[config.mk]
export PLATFORM = sky130hd
export DESIGN_NAME = inst_enc
export DESIGN_NICKNAME = d
export VERILOG_FILES = /design/src/rtl/inst_enc_pkg.sv /design/src/rtl/inst_enc_pack.sv /design/src/rtl/inst_enc.sv
export SDC_FILE = /design/constraint.sdc
export NUM_CORES = 1
export LEC_CHECK = 0
export CORE_ASPECT_RATIO = 1.5
export CORE_MARGIN = 3
export CORE_UTILIZATION = 50
export DETAILED_ROUTE_END_ITERATION = 8
export PLACE_DENSITY = 0.8
export SYNTH_ARGS = -nofsm -noshare
export SYNTH_HDL_FRONTEND = slang
export SYNTH_SLANG_ARGS = --single-unit
[constraint.sdc]
create_clock -name clk -period 3.32 [get_ports clk]
set_clock_uncertainty 0.15 [all_clocks]
set_input_delay 0.498 -clock clk [delete_from_list [all_inputs] [get_ports clk]]
set_output_delay 0.498 -clock clk [all_outputs]
set_load 0.005 [all_outputs]
[src/rtl/inst_enc_pkg.sv]
// Shared RV32I encoder definitions: major opcodes (inst[6:2]), instruction formats,
// FSM state encoding and the decoded-field payload.
package inst_enc_pkg;

    localparam int unsigned RFW = 5;
    localparam int unsigned DW  = 32;
    localparam int unsigned IW  = 32;

    localparam logic [4:0] OPC_LOAD   = 5'b00000;
    localparam logic [4:0] OPC_OP_IMM = 5'b00100;
    localparam logic [4:0] OPC_AUIPC  = 5'b00101;
    localparam logic [4:0] OPC_STORE  = 5'b01000;
    localparam logic [4:0] OPC_OP     = 5'b01100;
    localparam logic [4:0] OPC_LUI    = 5'b01101;
    localparam logic [4:0] OPC_BRANCH = 5'b11000;
    localparam logic [4:0] OPC_JALR   = 5'b11001;
    localparam logic [4:0] OPC_JAL    = 5'b11011;
    localparam logic [4:0] OPC_SYSTEM = 5'b11100;

    localparam logic [2:0] FMT_R = 3'd0;
    localparam logic [2:0] FMT_I = 3'd1;
    localparam logic [2:0] FMT_S = 3'd2;
    localparam logic [2:0] FMT_B = 3'd3;
    localparam logic [2:0] FMT_U = 3'd4;
    localparam logic [2:0] FMT_J = 3'd5;
    localparam logic [2:0] FMT_X = 3'd7;

    typedef enum logic [1:0] {
        ST_IDLE  = 2'd0,
        ST_ENC   = 2'd1,
        ST_WRITE = 2'd2
    } state_e;

    typedef struct packed {
        logic [4:0]     opcode;
        logic [2:0]     funct3;
        logic [6:0]     funct7;
        logic [RFW-1:0] rd;
        logic [RFW-1:0] rs1;
        logic [RFW-1:0] rs2;
        logic [DW-1:0]  imm;
    } inst_fields_t;

    // Map a major opcode to its instruction format; FMT_X marks an unsupported opcode.
    function automatic logic [2:0] fmt_of(input logic [4:0] op);
        logic [2:0] f;
        case (op)
            OPC_OP:                                       f = FMT_R;
            OPC_OP_IMM, OPC_JALR, OPC_LOAD, OPC_SYSTEM:  f = FMT_I;
            OPC_STORE:                                    f = FMT_S;
            OPC_BRANCH:                                   f = FMT_B;
            OPC_LUI, OPC_AUIPC:                           f = FMT_U;
            OPC_JAL:                                      f = FMT_J;
            default:                                      f = FMT_X;
        endcase
        return f;
    endfunction

endpackage

[src/rtl/inst_enc_pack.sv]
// Combinational RV32I field packer: builds the 32-bit word by format and flags
// immediates that cannot be represented.
module inst_pack
    import inst_enc_pkg::*;
(
    input  inst_fields_t   fields,
    output logic [IW-1:0]  word,
    output logic           illegal
);

    logic [2:0]           fmt;
    logic [DW-1:0]        imm;
    logic signed [DW-1:0] simm;

    always_comb begin
        fmt     = fmt_of(fields.opcode);
        imm     = fields.imm;
        simm    = $signed(fields.imm);
        word    = '0;
        illegal = 1'b0;
        case (fmt)
            FMT_R: word = {fields.funct7, fields.rs2, fields.rs1, fields.funct3,
                           fields.rd, fields.opcode, 2'b11};
            FMT_I: begin
                word    = {imm[11:0], fields.rs1, fields.funct3, fields.rd,
                           fields.opcode, 2'b11};
                illegal = (simm < -32'sd2048) || (simm > 32'sd2047);
            end
            FMT_S: begin
                word    = {imm[11:5], fields.rs2, fields.rs1, fields.funct3,
                           imm[4:0], fields.opcode, 2'b11};
                illegal = (simm < -32'sd2048) || (simm > 32'sd2047);
            end
            FMT_B: begin
                word    = {imm[12], imm[10:5], fields.rs2, fields.rs1, fields.funct3,
                           imm[4:1], imm[11], fields.opcode, 2'b11};
                illegal = (simm < -32'sd4096) || (simm > 32'sd4094) || imm[0];
            end
            FMT_U: begin
                word    = {imm[31:12], fields.rd, fields.opcode, 2'b11};
                illegal = (imm[11:0] != 12'd0);
            end
            FMT_J: begin
                word    = {imm[20], imm[10:1], imm[11], imm[19:12], fields.rd,
                           fields.opcode, 2'b11};
                illegal = (simm < -32'sd1048576) || (simm > 32'sd1048574) || imm[0];
            end
            default: illegal = 1'b1;
        endcase
    end

endmodule

[src/rtl/inst_enc.sv]
// RV32I instruction encoder / program writer: accepts field tuples, packs them and
// writes each legal word to instruction memory at an auto-incrementing address.
module inst_enc
    import inst_enc_pkg::*;
#(
    parameter int unsigned AW = 10
) (
    input  logic              clk,
    input  logic              rst,
    input  logic              start,
    input  logic [AW-1:0]     base_addr,
    input  logic              in_valid,
    output logic              in_ready,
    input  logic [4:0]        opcode,
    input  logic [2:0]        funct3,
    input  logic [6:0]        funct7,
    input  logic [RFW-1:0]    rd,
    input  logic [RFW-1:0]    rs1,
    input  logic [RFW-1:0]    rs2,
    input  logic [DW-1:0]     imm,
    output logic              mem_we,
    output logic [AW-1:0]     mem_addr,
    output logic [IW-1:0]     mem_wdata,
    input  logic              mem_ack,
    output logic              err,
    output logic              ovf,
    output logic [AW:0]       count
);

    localparam int unsigned CW = AW + 1;

    state_e       state;
    state_e       state_nxt;
    inst_fields_t fields_q;
    logic [IW-1:0] word;
    logic         illegal;

    logic start_load;
    logic accept;
    logic enc_ok;
    logic enc_bad;
    logic write_done;

    inst_pack u_pack (
        .fields  (fields_q),
        .word    (word),
        .illegal (illegal)
    );

    // State register
    always_ff @(posedge clk) begin
        if (rst) state <= ST_IDLE;
        else     state <= state_nxt;
    end

    // Next-state logic
    always_comb begin
        state_nxt = state;
        case (state)
            ST_IDLE:  if (!start && in_valid) state_nxt = ST_ENC;
            ST_ENC:   state_nxt = illegal ? ST_IDLE : ST_WRITE;
            ST_WRITE: if (mem_ack) state_nxt = ST_IDLE;
            default:  state_nxt = ST_IDLE;
        endcase
    end

    // FSM outputs; start takes priority over an offered tuple in IDLE
    always_comb begin
        in_ready   = 1'b0;
        start_load = 1'b0;
        enc_ok     = 1'b0;
        enc_bad    = 1'b0;
        write_done = 1'b0;
        case (state)
            ST_IDLE: begin
                in_ready   = !start && !rst;
                start_load = start;
            end
            ST_ENC: begin
                enc_ok  = !illegal;
                enc_bad = illegal;
            end
            ST_WRITE: write_done = mem_ack;
            default: ;
        endcase
    end

    assign accept = in_valid && in_ready;

    // Datapath: field capture, word register, write address and counters
    always_ff @(posedge clk) begin
        if (rst) begin
            fields_q  <= '0;
            mem_we    <= 1'b0;
            mem_addr  <= '0;
            mem_wdata <= '0;
            err       <= 1'b0;
            ovf       <= 1'b0;
            count     <= '0;
        end else begin
            err    <= enc_bad;
            mem_we <= (state_nxt == ST_WRITE);
            if (accept) begin
                fields_q <= '{opcode: opcode, funct3: funct3, funct7: funct7,
                              rd: rd, rs1: rs1, rs2: rs2, imm: imm};
            end
            if (enc_ok) mem_wdata <= word;
            if (start_load) begin
                mem_addr <= base_addr;
                count    <= '0;
                ovf      <= 1'b0;
            end else if (write_done) begin
                mem_addr <= mem_addr + AW'(1);
                count    <= count + CW'(1);
                if (&mem_addr) ovf <= 1'b1;
            end
        end
    end

endmodule

== Word level (Yosys, flattened, before mapping) ==
Memory sizes are Yosys's and may differ from the RTL's. A register that Yosys moved wholly into a read port is not among the register bits.
Cells that the tools add are included.
Storage, ports and cells
  word-level logic and storage cells: 65
  memory bits (read-only): 96
  memories: 1
  output and inout port bits: 57
  input bits: 77
  register bits after elaboration: 120
Operators by class
  order comparisons: 6
  equality and inequality tests: 8
  add/subtract/negate cells: 2
  bitwise operators: 1
  mux-type cells: 14
  reductions and logical operators: 19
Memory list
  (no name shown): words 32, width 3, read ports 1, clocked after memory_dff 1, wr ports 0, RTL line inst_enc_pkg.sv:47  | case (op)
Operators with widths (number)
  case mux 32 bit (6 select lines): 1
  > comparator 32 x 12 -> 1 bit (second input constant): 1
  > comparator 32 x 13 -> 1 bit (second input constant): 1
  > comparator 32 x 21 -> 1 bit (second input constant): 1
  < comparator 32 x 12 -> 1 bit (second input constant): 1
  < comparator 32 x 13 -> 1 bit (second input constant): 1
  < comparator 32 x 21 -> 1 bit (second input constant): 1
  2-to-1 mux 10 bit: 2
  nonzero test 12 bit: 1
  adder 11 x 1 -> 11 bit (second input constant): 1
  AND reduction 11 bit: 1
  adder 10 x 1 -> 10 bit (second input constant): 1
  2-to-1 mux 5 bit: 2
  == test 3 x 2 -> 1 bit (second input constant): 2
  == test 3 bit (second input constant): 2
  2-to-1 mux 2 bit: 3
  case mux 2 bit (3 select lines): 1
  OR reduction 2 bit: 3
  logical OR 1 bit: 5
  case mux 1 bit (5 select lines): 1
  == test 2 bit (second input constant): 2
  2-to-1 mux 1 bit: 4
  == test 3 x 1 -> 1 bit (second input constant): 1
  logical AND 1 bit: 3
  other kinds (6): 8

== Longest topological paths before layout ==
Gate-level depths: netlist (run 1).
  depth after elaboration: 7
  mapped depth: 9
  mapped depth without buffers: 6

== Cells and area by module ==
From an unflattened synthesis (run 1), not the netlist that was laid out.
Second synthesis, totals
  cells, all modules: 686
  area, all modules: 5272.6 um^2
Modules (own cells, without submodules)
  inst_enc: instances 1, area each 4444.3 um^2, cells an instance 548, seq. area each 2402.3 um^2
  inst_pack: instances 1, area each 828.3 um^2, cells an instance 138, seq. area each 0.0 um^2

== Worst setup path after synthesis (run 1) ==
Ideal clock, no wire load.
  path type: reg-to-reg
  start: register fields_q[20] (netlist bit)
  end: register mem_wdata[10]
  required time: 3049 ps
  cell stages (with the launch flop): 9
  period minus slack after synthesis: 2428 ps
  arrival: 2157 ps
  library setup time: 121 ps
  path buffers: 2
  setup slack: 892 ps
  cells stage by stage: dfxtp_1 > nand4_1 > nor3_2 > a21oi_1 > o221a_1 > or4_1 > buf_6 > buf_6 > mux2_4
Between the ends
  word-level cells in the longest chain between the ends: 6
  elaborated cells on any way between the ends: 14
  those cells by class: order compare (6); mux (2); reduce/logical (6)
RTL lines
  start: declaration: RTL line inst_enc.sv:34  | inst_fields_t fields_q;
  start signal: assignment: RTL line inst_enc.sv:104  | fields_q <= '{opcode: opcode, funct3: funct3, funct7: funct7,
  < comparator 32 x 21 -> 1 bit (tied with other cells): RTL line inst_enc_pack.sv:46  | illegal = (simm < -32'sd1048576) || (simm > 32'sd1048574) || imm[0];
  logical OR 1 bit (on tied branches) (2 in a row): RTL line inst_enc_pack.sv:46, inst_enc_pack.sv:37
  case mux 1 bit (5 select lines) *: RTL line inst_enc_pack.sv:21  | case (fmt)
  logical NOT 1 bit *: RTL line inst_enc.sv:80  | enc_ok = !illegal;
  2-to-1 mux 1 bit *: RTL line inst_enc.sv:74  | case (state)
  end signal: assignment: RTL line inst_enc.sv:107  | if (enc_ok) mem_wdata <= word;
  end: declaration: RTL line inst_enc.sv:23  | output logic [IW-1:0] mem_wdata,
Every way passes the cells marked *; elsewhere a longest branch is shown, timed or not.
A chain may end at the register's enable or synchronous reset.

== Worst setup path in the final report (run 1) ==
  start: register, netlist name u_pack.fmt[0]
  end: register mem_wdata[10]
Between the ends
  word-level cells in the longest chain between the ends: 5
  elaborated cells on any way between the ends: 11
  those cells by class: eq/ne (5); mux (3); reduce/logical (3)
RTL lines (RTL line)
  == test 3 x 1 -> 1 bit or == test 3 x 2 -> 1 bit (tied branches): inst_enc_pack.sv:21
  OR reduction 2 bit (no source line)
  case mux 1 bit (5 select lines): inst_enc_pack.sv:21
  logical NOT 1 bit: inst_enc.sv:80
  2-to-1 mux 1 bit: inst_enc.sv:74
Parallel ways exist; a longest one is shown, timed or not.

==> impl_metrics.py, run 1 <==
metrics = {
    "clocking": {
        "cts_buffer_depth": 2,
        "root_buffer": "clkbuf_16",
        "cts.reportedPaths.clkPinSlew_ns": 0.05,
        "cts_resized": 0,
        "h-tree-depth": 4,
        "post-cts-setup-buffer-count": 0,
        "numCtsBuffers": 17,
        "clock_sinks": 122,
        "hold_buffers": 0,
        "worstSkewPairLatency_ns": 0.41,
        "cts_tree": "built",
    },
    "placed_design": {
        "gp_congestion": 0.850,
        "dp_slack_ns": 0.469,
        "dp_hpwl_mm": 10.5,
        "io_buffers": 133,
    },
    "route": {
        "wire_per_inst_um": 16.3,
        "postRouteAntennaNets": 0,
        "first_pass_iters": 6,
        "drc_errors": 0,
        "num_vias": 5015,
        "detail_route.wirelength_mm": 14.9,
        "drt-vias-per-instance": 5.48,
        "first_iter_violations": 344,
    },
    "die": {
        "rows": 46,
        "dieWidth_um": 92.2,
        "fp.dieArea_um2": 12500,
        "die_h_um": 135,
        "start_util": 0.518,
        "core-area_um2": 10800,
        "pin_count": 134,
    },
    "global_route": {
        "grt_max_degree": 80,
        "grt_pass1_wl_mm": 23.9,
        "grt-ovfl-total": 0,
        "antenna_found_initial": 0,
        "grt_pass1_vias": 4932,
        "grt_use_total": 0.241,
    },
    "timing": {
        "slew_violations": 0,
        "worst_slack_ns": 0.570,
        "period_share": 0.828,
        "final-hold-violation-count": 0,
        "max_freq_mhz": 364,
        "rsz0062_at_grt": "false",
        "worstMarginPinSlew_ns": 0.639,
        "tns_ns": 0,
        "fin_crit_ns": 2.75,
        "slew_headroom": 0.574,
        "hold_ws_ns": 0.322,
        "setup_viol": 0,
    },
    "power": {
        "p_int_uw": 3170,
        "power_frac_comb": 0.100,
        "leakage_uw": 0.00307,
        "p_clk_frac": 0.508,
        "peakVddDrop_v": 0.000407,
        "netSwitchingFraction": 0.223,
        "p_per_area_nw_per_um2": 535,
        "switching_power_uw": 909,
        "p_seq_frac": 0.392,
    },
    "worst_setup_path": {
        "critPathMaxFanout": 27,
        "critPathLaunchType": "flip-flop",
        "cp.required_ns": 3.46,
        "cp.arrival_ns": 2.89,
        "r2r_slack_ns": 0.57,
        "crit_type": "flip-flop to flip-flop",
        "cp-end-kind": "flip-flop",
    },
    "logic_synthesis": {
        "syn-cell-area_um2": 5580,
        "syn_nets": 719,
        "ys_warn_count": 0,
        "yosysMostFrequentCell": "nand2_1",
        "ys.flop_type": "dfxtp_1",
        "synthArstFlopShare": 0,
        "ys_types": 46,
        "netlist_instances": 640,
        "ys_seq_area_frac": 0.438,
        "synth_top_area_frac": 0.438,
        "synth_edf_count": 0,
        "synth_largest_area_cell": "dfxtp_1",
        "synth-seq-cells": 122,
        "postSynthAreaPerCell_um2": 8.72,
        "yosys-top-cells-count": "nand2_1, dfxtp_1, nor2_1",
        "synth_area_leaders": "dfxtp_1, nand2_1, nand3b_1",
    },
    "outcome": {
        "outcome": "finished, final reports clean",
    },
    "layout": {
        "multi_input_comb_area_um2": 2930,
        "final.fill_count": 830,
        "drive_above_1_share": 0.0986,
        "diodes": 0,
        "final-seq-area_um2": 2440,
        "syn2layout_area_growth_pct": 36.8,
        "nNetsFinal": 837,
    },
    "worst_hold_path": {
        "hold_class": "flip-flop to flip-flop",
    },
    "run": {
        "cap_viol_max_count": 0,
    },
}
cells in the final DEF (no fill, tap or decap), drive strengths merged, types with 3 or more instances in the layout:
cell / count
clkinv: 7
buf: 8
bufinv: 6
a22oi: 10
nor4: 11
o21ai: 3
xor2: 13
xnor2: 5
nand3b: 54
a211oi: 10
nor2: 57
nand2b: 15
nand2: 135
dfxtp: 122
a21oi: 24
mux2: 33
nand4: 13
inv: 5
nand3: 12
clkdlybuf4s50: 132
mux2i: 24
nor2b: 26
clkbuf: 19
nor3: 4
metrics by stage:
stage          utilization  total power, uW  instances  area [um^2]
2_1_floorplan            -             1840        640         5580
3_3_place_gp         0.647             2010        883         6960
3_5_place_dp         0.647             2030        883         6960
4_1_cts              0.709             4090        915         7630
5_1_grt              0.709             4210        915         7630
6_report             0.709             4080        915         7630
logic make-up after synthesis:
family | count (synthesis) | share of synthesized area
mux | 57 | 0.120
compound gates | 56 | 0.0648
buf+inv | 46 | 0.0372
simple gates | 339 | 0.308
flops | 122 | 0.438
xor+xnor | 18 | 0.0283
fa+ha+maj | 2 | 0.00449
per-layer routing:
layer	vias up	track usage	share of wire
li1	2425	-	-
met1	2362	0.270	0.39
met2	198	0.439	0.53
met3	30	0.0573	0.055
met4	0	0.0934	0.021
met5	-	0	0
final cells by class:
cell class / count / area share
Multi-Input combinational cell: 472 / 0.384
Inverter: 5 / 0.00246
Clock buffer: 19 / 0.0581
Clock inverter: 13 / 0.0292
Sequential cell: 122 / 0.320
Timing Repair Buffer: 140 / 0.183
Tap cell: 144 / 0.0236
power groups by stage:
stage          registers [uW]  logic [uW]  clock network, uW
2_1_floorplan            1600         243                  0
3_3_place_gp             1620         393                  0
3_5_place_dp             1620         403                  0
4_1_cts                  1590         407               2090
5_1_grt                  1600         444               2160
6_report                 1600         409               2070
critical path, stage by stage (launching register included):
cell and delay (ns):
dfxtp_1 0.70, xor2_1 0.16, nor2b_1 0.17, o221a_1 0.31
or4_1 0.52, buf_4 0.28, mux2_4 0.35
final timing paths:
kind,startpoint,end,cells past startpoint
worst max-delay path,u_pack.fmt[0],mem_wdata[10],6
worst min-delay path,mem_wdata[6],mem_wdata[6],2
worst max register to register,u_pack.fmt[0],mem_wdata[10],6
worst min register to register,mem_wdata[6],mem_wdata[6],2
state kept, by name (all words and copies together), names as in the netlist:
signal      cells
state           2
err             1
mem_addr       10
ovf             1
u_pack.fmt      3
mem_we          1
count          11
mem_wdata      31
fields_q       62
(Power assumes the default switching activity.)
==> run 2, diff against run 1 <==
Settings changed: CORE_UTILIZATION 50 to 45, PLACE_DENSITY 0.8 to 0.76.
Clock period 3.32 ns to 2.4 ns, I/O delays scaled along.
==> run 2 against run 1 <==
Net effect: the run now ends with setup timing left; critical path depth increased by 1; setup slack got worse by 0.59 ns; routed wire length increased by 6.6%; sequential power increased by 37%; clock power increased by 38%; flip-flop and latch count unchanged; critical path type unchanged; non-clock buffer count increased by 49; count of clock-buffer cells in the layout increased by 6; sequential share of layout area decreased by 1.7 points; register-to-register slack got worse by 0.59 ns; cell area increased by 6.3%; maximum frequency increased by 13%.
==> impl_metrics.py, run 2 (synthesized netlist as in run 1, its figures left out) <==
metrics = {
    "global_route": {
        "grt_pass1_wl_mm": 25.4,
        "antenna_found_initial": 0,
        "grt_max_degree": 77,
        "grt-ovfl-total": 0,
        "grt_use_total": 0.230,
        "grt_pass1_vias": 5189,
    },
    "worst_setup_path": {
        "cp.required_ns": 2.55,
        "r2r-end": "mem_wdata[25]",
        "r2r_slack_ns": -0.02,
        "crit_start": "fields_q[19]",
        "critPathLaunchType": "flip-flop",
        "cp-end-kind": "flip-flop",
        "rr_worst_depth": 7,
        "crit_path_max_incr_delay_ns": 0.61,
        "path_cells": "buf_4 -> nor4_1 -> nand2_1 -> o221a_1 -> or4_4 -> buf_12 -> mux2_4",
        "critPathSlowestCell": "or4_4",
        "rr_startpoint": "fields_q[19]",
        "critPathMaxFanout": 14,
        "cp.arrival_ns": 2.57,
        "crit_path_end": "mem_wdata[25]",
        "cp_num_buf_inv": 2,
        "cp_top_family": "simple AND/OR/NAND/NOR gates",
        "crit_type": "flip-flop to flip-flop",
        "crit_cells": 7,
    },
    "power": {
        "leakage_uw": 0.00334,
        "p_per_area_nw_per_um2": 708,
        "p_int_uw": 4470,
        "p_seq_frac": 0.381,
        "peakVddDrop_v": 0.000399,
        "power_frac_comb": 0.120,
        "power.total_uw": 5740,
        "p_clk_frac": 0.498,
        "switching_power_uw": 1270,
        "netSwitchingFraction": 0.222,
    },
    "timing": {
        "period_share": 1.01,
        "max_freq_mhz": 413,
        "setup_viol": 14,
        "slew_headroom": 0.565,
        "worst_slack_ns": -0.0229,
        "fin_crit_ns": 2.42,
        "hold_ws_ns": 0.0741,
        "worstMarginPinSlew_ns": 0.653,
        "slew_violations": 0,
        "rsz0062_at_grt": "true",
        "final-hold-violation-count": 0,
    },
    "layout": {
        "multi_input_comb_area_um2": 2980,
        "top_regs": "fields_q (62), mem_wdata (31), count (11)",
        "final-seq-area_um2": 2460,
        "final.fill_count": 923,
        "syn2layout_area_growth_pct": 45.4,
        "largest_reg_flops": 62,
        "largest-register": "fields_q",
        "post-route-util": 0.671,
        "diodes": 0,
        "drive_above_1_share": 0.175,
        "nNetsFinal": 886,
        "final_cell_mix": "nand2_1, clkdlybuf4s50_1, dfxtp_1",
        "fin_cells": 972,
        "mostFrequentLayoutCell": "nand2_1",
    },
    "placed_design": {
        "place_inst": 938,
        "dp_hpwl_mm": 11.1,
        "io_buffers": 133,
        "gp_congestion": 0.867,
        "dp_slack_ns": -0.0936,
    },
    "run": {
        "cap_viol_max_count": 0,
    },
    "route": {
        "wire_per_inst_um": 16.4,
        "detail_route.wirelength_mm": 15.9,
        "first_pass_iters": 5,
        "postRouteAntennaNets": 0,
        "drt-vias-per-instance": 5.30,
        "first_iter_violations": 223,
        "num_vias": 5154,
        "drc_errors": 0,
    },
    "clocking": {
        "worstSkewPairLatency_ns": 0.41,
        "clock_sinks": 122,
        "numCtsBuffers": 17,
        "cts_tree": "built",
        "cts.reportedPaths.clkPinSlew_ns": 0.05,
        "h-tree-depth": 4,
        "root_buffer": "clkbuf_16",
        "cts_buffer_depth": 2,
    },
    "worst_hold_path": {
        "hold_class": "primary input to flip-flop",
        "holdCritStartpoint": "rst",
    },
    "die": {
        "core-area_um2": 12100,
        "start_util": 0.462,
        "die_h_um": 142,
        "pin_count": 134,
        "rows": 49,
        "dieWidth_um": 96.9,
        "fp.dieArea_um2": 13800,
    },
    "outcome": {
        "outcome": "complete, but fails checks",
        "violations": "setup timing",
    },
}
[run 2: changes by cell type in the layout (fill, tap and decap cells not counted), sizes merged]
cell,previous run,this run
clkinv,7,0
clkbuf,19,25
bufinv,6,5
buf,8,57
clkinvlp,0,1
[run 2: cell type report]
type | count | area share
clock buffers | 25 | 0.0623
clock inverters | 6 | 0.0194
inverters | 5 | 0.00231
multi-input cells | 472 | 0.367
flip-flops and latches | 122 | 0.304
well taps | 153 | 0.0236
repair buffers | 189 | 0.222
[run 2: repair_timing]
| action | CTS | global route |
|---|---|---|
| buffers inserted | 2 | 0 |
| pin swaps | 5 | 0 |
| hold buffers | 0 | 0 |
| cloned | 1 | 0 |
| endpoints found under the setup margin | 23 | 31 |
| hold endpoints to repair | 0 | 0 |
| resized for setup | 13 | 11 |
[run 2: per-stage QoR]
step | TNS, ns | cell area, um^2
after floorplan | 0 | 5580
after global placement | -0.114 | 7330
after detailed placement | -1.13 | 7330
after CTS | -0.222 | 8070
after global routing | -1.79 | 8110
final | -0.232 | 8110
[run 2: routing by layer]
layer,track usage,wire length (um),vias to the layer above
met4,0.104,529,0
li1,-,-,2524
met1,0.259,6520,2386
met2,0.416,8120,202
met5,0,0,-
met3,0.0461,754,42
[run 2: power by group through the flow]
stage / clock, uW / combinational, uW / sequential, uW
final: 2860 / 691 / 2190
after detailed placement: 0 / 663 / 2230
after CTS: 2880 / 685 / 2190
after global placement: 0 / 650 / 2220
after global routing: 2970 / 747 / 2200
after floorplan: 0 / 336 / 2210
[run 2: worst min-delay path by stage]
stage	slack [ns]	to	depth (start not counted)
6_report	0.07	mem_wdata[1]	2
5_1_grt	0.08	mem_wdata[1]	2
4_1_cts	0.07	mem_addr[5]	2
3_5_place_dp	0.30	fields_q[52]	2
3_3_place_gp	0.30	fields_q[51]	2
2_1_floorplan	0.28	fields_q[50]	2
